### config.mk
export PLATFORM = sky130hd
export DESIGN_NAME = fetch_unit
export DESIGN_NICKNAME = d
export VERILOG_FILES = /design/src/rtl/fetch_unit.sv
export SDC_FILE = /design/constraint.sdc
export NUM_CORES = 1
export LEC_CHECK = 0
export ABC_AREA = 0
export CORE_UTILIZATION = 44
export DETAILED_ROUTE_END_ITERATION = 12
export PLACE_DENSITY = 0.81
export SYNTH_ARGS = -nofsm -noshare
export SYNTH_HDL_FRONTEND = slang
export SYNTH_SLANG_ARGS = --single-unit
export TNS_END_PERCENT = 100
### constraint.sdc
create_clock -name clk -period 2.7 [get_ports clk]
set_clock_uncertainty 0.1 [all_clocks]
set_input_delay 0.81 -clock clk [delete_from_list [all_inputs] [get_ports clk]]
set_output_delay 0.81 -clock clk [all_outputs]
set_load 0.005 [all_outputs]
### src/rtl/fetch_unit.sv
// Instruction fetch unit: single-outstanding-request fetch FSM with
// redirect handling, an instruction holding register and decode slices.

package instruction_set_pkg;
  typedef logic [5:0] opcode_t;
  typedef logic [5:0] func_t;
endpackage

module fetch_unit #(
  parameter logic [31:0] RESET_PC = 32'h0000_0000
) (
  input  logic                          clk,
  input  logic                          rst_n,
  output logic                          imem_req,
  output logic [31:0]                   imem_addr,
  input  logic                          imem_rvalid,
  input  logic [31:0]                   imem_rdata,
  input  logic                          redirect_valid,
  input  logic [31:0]                   redirect_pc,
  output logic                          instr_valid,
  input  logic                          instr_ready,
  output logic [31:0]                   instr,
  output instruction_set_pkg::opcode_t  opcode,
  output instruction_set_pkg::func_t    func,
  output logic [31:0]                   instr_pc
);

  typedef enum logic [1:0] {
    IDLE  = 2'd0,
    REQ   = 2'd1,
    HOLD  = 2'd2,
    FLUSH = 2'd3
  } state_t;

  state_t      state;
  logic [31:0] pc;
  logic [31:0] redirect_target;
  logic [31:0] pc_plus4;

  // Redirect targets are forced word-aligned; pc+4 wraps naturally at 2^32.
  assign redirect_target = {redirect_pc[31:2], 2'b00};
  assign pc_plus4        = pc + 32'd4;

  // The address bus always shows pc; it is only meaningful while imem_req=1.
  assign imem_addr = pc;

  // Decode fields are plain slices of the held instruction.
  assign opcode = instr[31:26];
  assign func   = instr[5:0];

  // Fetch FSM: redirect wins over imem_rvalid and instr_ready in every state.
  always_ff @(posedge clk or negedge rst_n) begin
    if (!rst_n) begin
      state       <= IDLE;
      pc          <= RESET_PC;
      imem_req    <= 1'b0;
      instr_valid <= 1'b0;
      instr       <= 32'h0000_0000;
      instr_pc    <= RESET_PC;
    end else begin
      case (state)
        IDLE: begin
          // Any late response from an access abandoned by reset is ignored here.
          if (redirect_valid) begin
            pc <= redirect_target;
          end
          state    <= REQ;
          imem_req <= 1'b1;
        end

        REQ: begin
          if (redirect_valid) begin
            pc <= redirect_target;
            if (imem_rvalid) begin
              // Response consumed the outstanding slot; drop it and refetch.
              state    <= REQ;
              imem_req <= 1'b1;
            end else begin
              // Response still in flight; wait for it and throw it away.
              state    <= FLUSH;
              imem_req <= 1'b0;
            end
          end else if (imem_rvalid) begin
            instr       <= imem_rdata;
            instr_pc    <= pc;
            pc          <= pc_plus4;
            instr_valid <= 1'b1;
            imem_req    <= 1'b0;
            state       <= HOLD;
          end
        end

        HOLD: begin
          if (redirect_valid) begin
            // A handshake in the same cycle is void: the word is squashed.
            instr_valid <= 1'b0;
            pc          <= redirect_target;
            imem_req    <= 1'b1;
            state       <= REQ;
          end else if (instr_ready) begin
            instr_valid <= 1'b0;
            imem_req    <= 1'b1;
            state       <= REQ;
          end
        end

        FLUSH: begin
          if (redirect_valid) begin
            pc <= redirect_target;
          end
          // The stale response retires the outstanding access even when a
          // redirect lands in the same cycle, otherwise FLUSH could never exit.
          if (imem_rvalid) begin
            imem_req <= 1'b1;
            state    <= REQ;
          end
        end

        default: begin
          state       <= IDLE;
          imem_req    <= 1'b0;
          instr_valid <= 1'b0;
        end
      endcase
    end
  end

endmodule

==> run summary, run 1 <==
CP arrival: 1.48 ns
GRT Util Overall: 24.24%
# rows: 36
Routed length per instance: 17.61 um
Area growth from synthesis to final layout: 45.58%
Post-route DRC: 0
Max_slew headroom: 52.56%
CP max-delay cell: clkdlybuf4s50_1
Num Clock Sinks: 96
Multi-input gate area: 0.001864 mm^2
Seq. cell area: 0.002402 mm^2
Final setup viols: 0
Max-Cap Viols: 0
H-tree levels: 3
Number of CTS-inserted buffers: 9
Final Hold Viols: 0
Routed Antenna Nets: 0
Pwr per Cell Area: 690.4 mW/mm^2
Worst setup slack after layout: 0.3142 ns
Internal reg-to-reg setup slack: 0.54 ns
Worst Setup Start Kind: register
Fin util: 66.60%
Unrepaired setup endpoints after global routing: false
Static leakage: 2.623 nW
WS Path Type: register to primary output
Peak supply drop: 0.0004641 V
FMAX: 419.1 MHz
Worst R2R Start: imem_addr[15]
Mean number of vias per cell: 5.536
Setup Fix Bufs, Post-CTS: 0
Aggregate global routing overflow: 0
Outcome: finished, final reports clean
Cell Area, Synth: 0.004513 mm^2
Post-CTS resize count: 0
Hold buffer count at cts: 0
Post-synth top flop: dfrtp_1
# diodes: 0
Buf+Inv Stages, Crit Path: 1
Die height: 103.3 um
Share of cells above drive strength 1: 16.96%
Post-synth ARST share: 100.0%
Register-to-Register Path Depth: 4
Routed vias: 3936
Crit. End Element: primary output
GPL Wtd Cong: 0.8628
Critical Path RT: 1.79 ns
Critical Path Fanout Max: 8
IO Pins: 179
Syn Area/Cell: 11.20 um^2
Post-place setup slack: 0.01342 ns
Nets: 643
Final Critical Period: 2.386 ns
First-pass detailed-route iteration total: 5
Worst-case clock buffer depth: 2
DRT iter0 DRCs: 188
CTS tree: done
Clk root buf: clkbuf_8
Hold Path Class: primary input to asynchronous set/reset pin
DIE AREA: 0.01067 mm^2
Slew @ Worst Pin: 0.7051 ns
Setup TNS: 0 ns
PortBufs: 172
Layout fillers: 772
Horiz. Die Dim: 103.3 um
DP HPWL: 9.387 mm
Critical path cell sequence: clkdlybuf4s50_1
Synth Register Bits: 96
Antenna violations before repair: 0
Initial Utilization: 45.75%
Routed WL: 12.52 mm
Clock Pin Slew Worst Setup and Hold Paths: 0.10 ns
CP max stage delay: 0.58 ns
Syn. warnings: 0
Largest net degree at the start of global routing: 42
Period utilisation layout: 88.36%
Skew-Pair Late Insertion Delay: 0.37 ns
First-pass GRT wire length: 19.45 mm
Synth cell types: 53
Worst R2R End: imem_addr[29]
Core area: 0.009864 mm^2
Vias in the first global route: 3893
Crit path max-delay family: buffers and inverters
Synth Instances: 403
Final Max Slew Viols: 0
Post-synthesis sequential area ratio: 53.23%
Post-synth EDFFs: 0
## cell usage after synthesis, types with 5 or more instances
cell type,n,area share [%]
or4_1,7,1.2
nand2_1,33,2.7
nor2_1,29,2.4
a21oi_1,8,0.89
buf_2,7,0.78
dfrtp_1,96,53
nand4_1,13,1.8
a311oi_1,5,0.97
nor4_1,11,1.5
o31ai_1,7,1.2
clkbuf_1,10,0.83
nand3_1,9,1.0
o21ai_0,16,1.8
a31oi_1,10,1.4
inv_1,11,0.91
buf_4,16,2.7
mux2_2,54,13
## report_power, final
group,internal [mW],leakage [nW],switching (mW),total [mW]
Clock,0.391,0.0924,0.531,0.922
Sequential,1.78,1.12,0.269,2.05
Combinational,1.06,1.41,0.510,1.56
Total,3.23,2.62,1.31,4.54
## worst max path at each step
stage | from | end | slack [ns] | cells after the start
finish | imem_addr[9] | imem_addr[9] | 0.31 | 1
global route | imem_addr[9] | imem_addr[9] | 0.25 | 1
CTS | imem_addr[9] | imem_addr[9] | 0.30 | 1
detailed placement | imem_rvalid | imem_addr[27] | 0.01 | 6
global placement | imem_rvalid | imem_addr[27] | 0.04 | 6
floorplan | redirect_valid | instr_pc[12] | 0.39 | 5
## final cells by class
| cell class | count | share of cell area [%] |
|---|---|---|
| Multi-Input combinational cell | 263 | 28.38 |
| Tap cell | 133 | 2.533 |
| Clock buffer | 11 | 2.304 |
| Inverter | 11 | 0.6285 |
| Clock inverter | 5 | 0.5713 |
| Timing Repair Buffer | 192 | 29.02 |
| Sequential cell | 96 | 36.56 |
## cell usage in the layout, fill, tap and decap left out, types with 2 or more instances in the layout
cell / Yosys / final
a211oi_1: 4 / 4
a21oi_1: 8 / 8
a221oi_1: 3 / 3
a2bb2oi_1: 2 / 2
a311oi_1: 5 / 5
a31oi_1: 10 / 10
and2_1: 3 / 3
and3_1: 2 / 2
and4_1: 4 / 4
buf_12: 0 / 3
buf_4: 16 / 18
clkbuf_8: 0 / 11
clkdlybuf4s50_1: 0 / 171
clkinvlp_4: 0 / 2
conb_1: 1 / 4
dfrtp_1: 96 / 96
inv_1: 11 / 11
inv_6: 0 / 2
mux2_2: 54 / 54
nand2_1: 33 / 33
nand3_1: 9 / 9
nand3b_1: 2 / 2
nand4_1: 13 / 13
nand4b_1: 3 / 3
nor2_1: 29 / 28
nor3_1: 4 / 4
nor4_1: 11 / 11
o21ai_0: 16 / 16
o22a_1: 2 / 2
o31ai_1: 7 / 7
o32a_1: 2 / 2
or3_1: 2 / 2
or4_1: 7 / 7
xnor2_1: 4 / 4
## cell families (layout without fill, tap and decap cells)
family,after synthesis,in the layout,share of synthesized area [%]
AND/OR/NAND/NOR,129,129,15.36
other,1,4,0.08309
XOR/XNOR,5,5,0.9703
flip-flops,96,96,53.23
buffers and inverters,47,219,5.767
multiplexers,55,55,13.70
AO/OA/AOI/OAI,69,69,10.62
adder cells (fa/ha/maj),1,1,0.2772
## metrics by stage
stage               hold WS, ns  area [um^2]  total power, mW  cells
detailed placement       0.3745         6381            3.654    695
floorplan                0.3699         4524            2.616    406
CTS                      0.2455         6570            4.582    711
global route             0.2562         6570            4.795    711
global placement         0.3654         6381            3.587    695
finish                   0.2366         6570            4.536    711
## metal layers
metal  track usage (%)  vias up  wire [um]
met3             5.511       24        823
met4             9.534        0        315
met1             30.61     1929       5034
met5                 0        -          0
li1                  -     1814          -
met2             40.56      169       6345
## state kept, by name (all words and copies together) (netlist names)
name         cells
imem_addr       30
imem_req         1
instr           32
instr_pc        30
instr_valid      1
state            2
Power figures use the tool's default switching activity.
==> run 2, diff against run 1 <==
--- a/config.mk
+++ b/config.mk
@@ -6,6 +6,7 @@
 export NUM_CORES = 1
 export LEC_CHECK = 0
 export ABC_AREA = 0
+export CORE_MARGIN = 10
 export CORE_UTILIZATION = 44
 export DETAILED_ROUTE_END_ITERATION = 12
 export PLACE_DENSITY = 0.81
==> run 2 against run 1 <==
Net effect: worst hold slack gained 0.022 ns; sequential cell count is the same; register-to-register slack lost 0.05 ns; critical endpoint is now imem_addr[13]; largest power group unchanged.
==> run summary, run 2 (synthesized netlist as in run 1, its figures left out) <==
Final Max Slew Viols: 0
Post-place setup slack: -0.02385 ns
Setup Fix Bufs, Post-CTS: 0
Most common cell after layout, fill and taps aside: clkdlybuf4s50_1
H-tree levels: 3
Largest net degree at the start of global routing: 39
Peak supply drop: 0.0003980 V
Mean number of vias per cell: 5.553
Crit path max-delay family: buffers and inverters
FMAX: 419.5 MHz
Post-CTS resize count: 0
CP max stage delay: 0.58 ns
Critical path cell sequence: clkdlybuf4s50_1
Horiz. Die Dim: 121.3 um
Internal reg-to-reg setup slack: 0.49 ns
Max-Cap Viols: 0
Routed WL: 14.26 mm
Max_slew headroom: 47.36%
Max FFs per register: 32
CP arrival: 1.47 ns
Routed vias: 3948
# rows: 36
WS Path Type: register to primary output
Area growth from synthesis to final layout: 44.83%
Clk root buf: clkbuf_8
GPL Wtd Cong: 0.9276
Nets: 643
Slew @ Worst Pin: 0.7825 ns
First-pass GRT wire length: 22.43 mm
Largest Register: instr
DIE AREA: 0.01471 mm^2
Clock Pin Slew Worst Setup and Hold Paths: 0.09 ns
Crit. End Element: primary output
Period utilisation layout: 88.28%
Worst-case clock buffer depth: 2
Num Clock Sinks: 96
Skew-Pair Late Insertion Delay: 0.37 ns
CP max-delay cell: clkdlybuf4s50_1
Hold Path Class: primary input to asynchronous set/reset pin
PortBufs: 172
CTS tree: done
Setup TNS: 0 ns
Worst R2R Start: imem_addr[15]
Critical Path Fanout Max: 7
Worst setup slack after layout: 0.3164 ns
Critical Path RT: 1.79 ns
Initial Utilization: 45.75%
Outcome: finished, final reports clean
Routed length per instance: 20.05 um
IO Pins: 179
Worst Setup Start Kind: register
Stages on worst setup path: 1
Core area: 0.009864 mm^2
Final setup viols: 0
DRT iter0 DRCs: 312
Hold buffer count at cts: 0
Commonest cells after routing, fill and taps aside: 171 x clkdlybuf4s50_1, 96 x dfrtp_1, 54 x mux2_2, 33 x nand2_1, 28 x nor2_1
DP HPWL: 11.03 mm
Share of cells above drive strength 1: 16.26%
Pwr per Cell Area: 688.0 mW/mm^2
Aggregate global routing overflow: 0
Vias in the first global route: 4148
Static leakage: 2.602 nW
Die height: 121.3 um
Number of CTS-inserted buffers: 9
Final Hold Viols: 0
Unrepaired setup endpoints after global routing: false
First-pass detailed-route iteration total: 5
Routed Antenna Nets: 0
GRT Util Overall: 19.10%
Antenna violations before repair: 0
Worst R2R End: imem_addr[29]
Final Critical Period: 2.384 ns
Post-route DRC: 0
# diodes: 0
Register-to-Register Path Depth: 4
Buf+Inv Stages, Crit Path: 1
==> run 2: per-layer routing <==
| metal | track usage [%] | up-vias | wire, um |
|---|---|---|---|
| met5 | 0 | - | 0 |
| met4 | 7.973 | 0 | 324 |
| met3 | 5.398 | 18 | 1264 |
| met2 | 32.89 | 167 | 7367 |
| met1 | 21.77 | 1956 | 5298 |
| li1 | - | 1807 | - |
==> run 2: layout make-up <==
class	instances	area (um^2)
Fill cell	756	3328
Sequential cell	96	2402
Timing Repair Buffer	192	1894
Multi-Input combinational cell	263	1864
Tap cell	133	166.4
Clock buffer	14	152.6
Inverter	11	41.29
Clock inverter	2	15.01
==> run 2: worst max-delay path by stage <==
| stage | start | endpoint | slack (ns) |
|---|---|---|---|
| global placement | imem_rvalid | imem_addr[24] | 0.03 |
| finish | imem_addr[13] | imem_addr[13] | 0.32 |
| CTS | imem_addr[13] | imem_addr[13] | 0.30 |
| floorplan | redirect_valid | instr_pc[12] | 0.39 |
| detailed placement | imem_rvalid | imem_addr[24] | -0.02 |
| global route | imem_addr[13] | imem_addr[13] | 0.24 |
==> run 2: report_power, final <==
group	internal, mW	total [mW]	switching (mW)	leakage, nW
combinational	1.05	1.60	0.545	1.41
clock	0.362	0.848	0.486	0.0769
sequential	1.78	2.05	0.269	1.12
total	3.20	4.50	1.30	2.60
==> run 2: stage by stage <==
stage	instances	util [%]	area, um^2	power (mW)	hold slack, ns
final	711	66.26	6536	4.497	0.2589
after global routing	711	66.26	6536	4.764	0.2668
after CTS	711	66.26	6536	4.566	0.2555
after detailed placement	695	64.56	6369	3.705	0.3751
after global placement	695	64.56	6369	3.637	0.3651
after floorplan	406	-	4524	2.616	0.3699
==> run 3, diff against run 2 <==
--- a/config.mk
+++ b/config.mk
@@ -10,6 +10,8 @@
 export CORE_UTILIZATION = 44
 export DETAILED_ROUTE_END_ITERATION = 12
 export PLACE_DENSITY = 0.81
+export SETUP_SLACK_MARGIN = 0.2
+export SKIP_CTS_REPAIR_TIMING = 1
 export SYNTH_ARGS = -nofsm -noshare
 export SYNTH_HDL_FRONTEND = slang
 export SYNTH_SLANG_ARGS = --single-unit
==> results of run 3 <==
Final layout, timing and power as in run 2 (identical DEF).
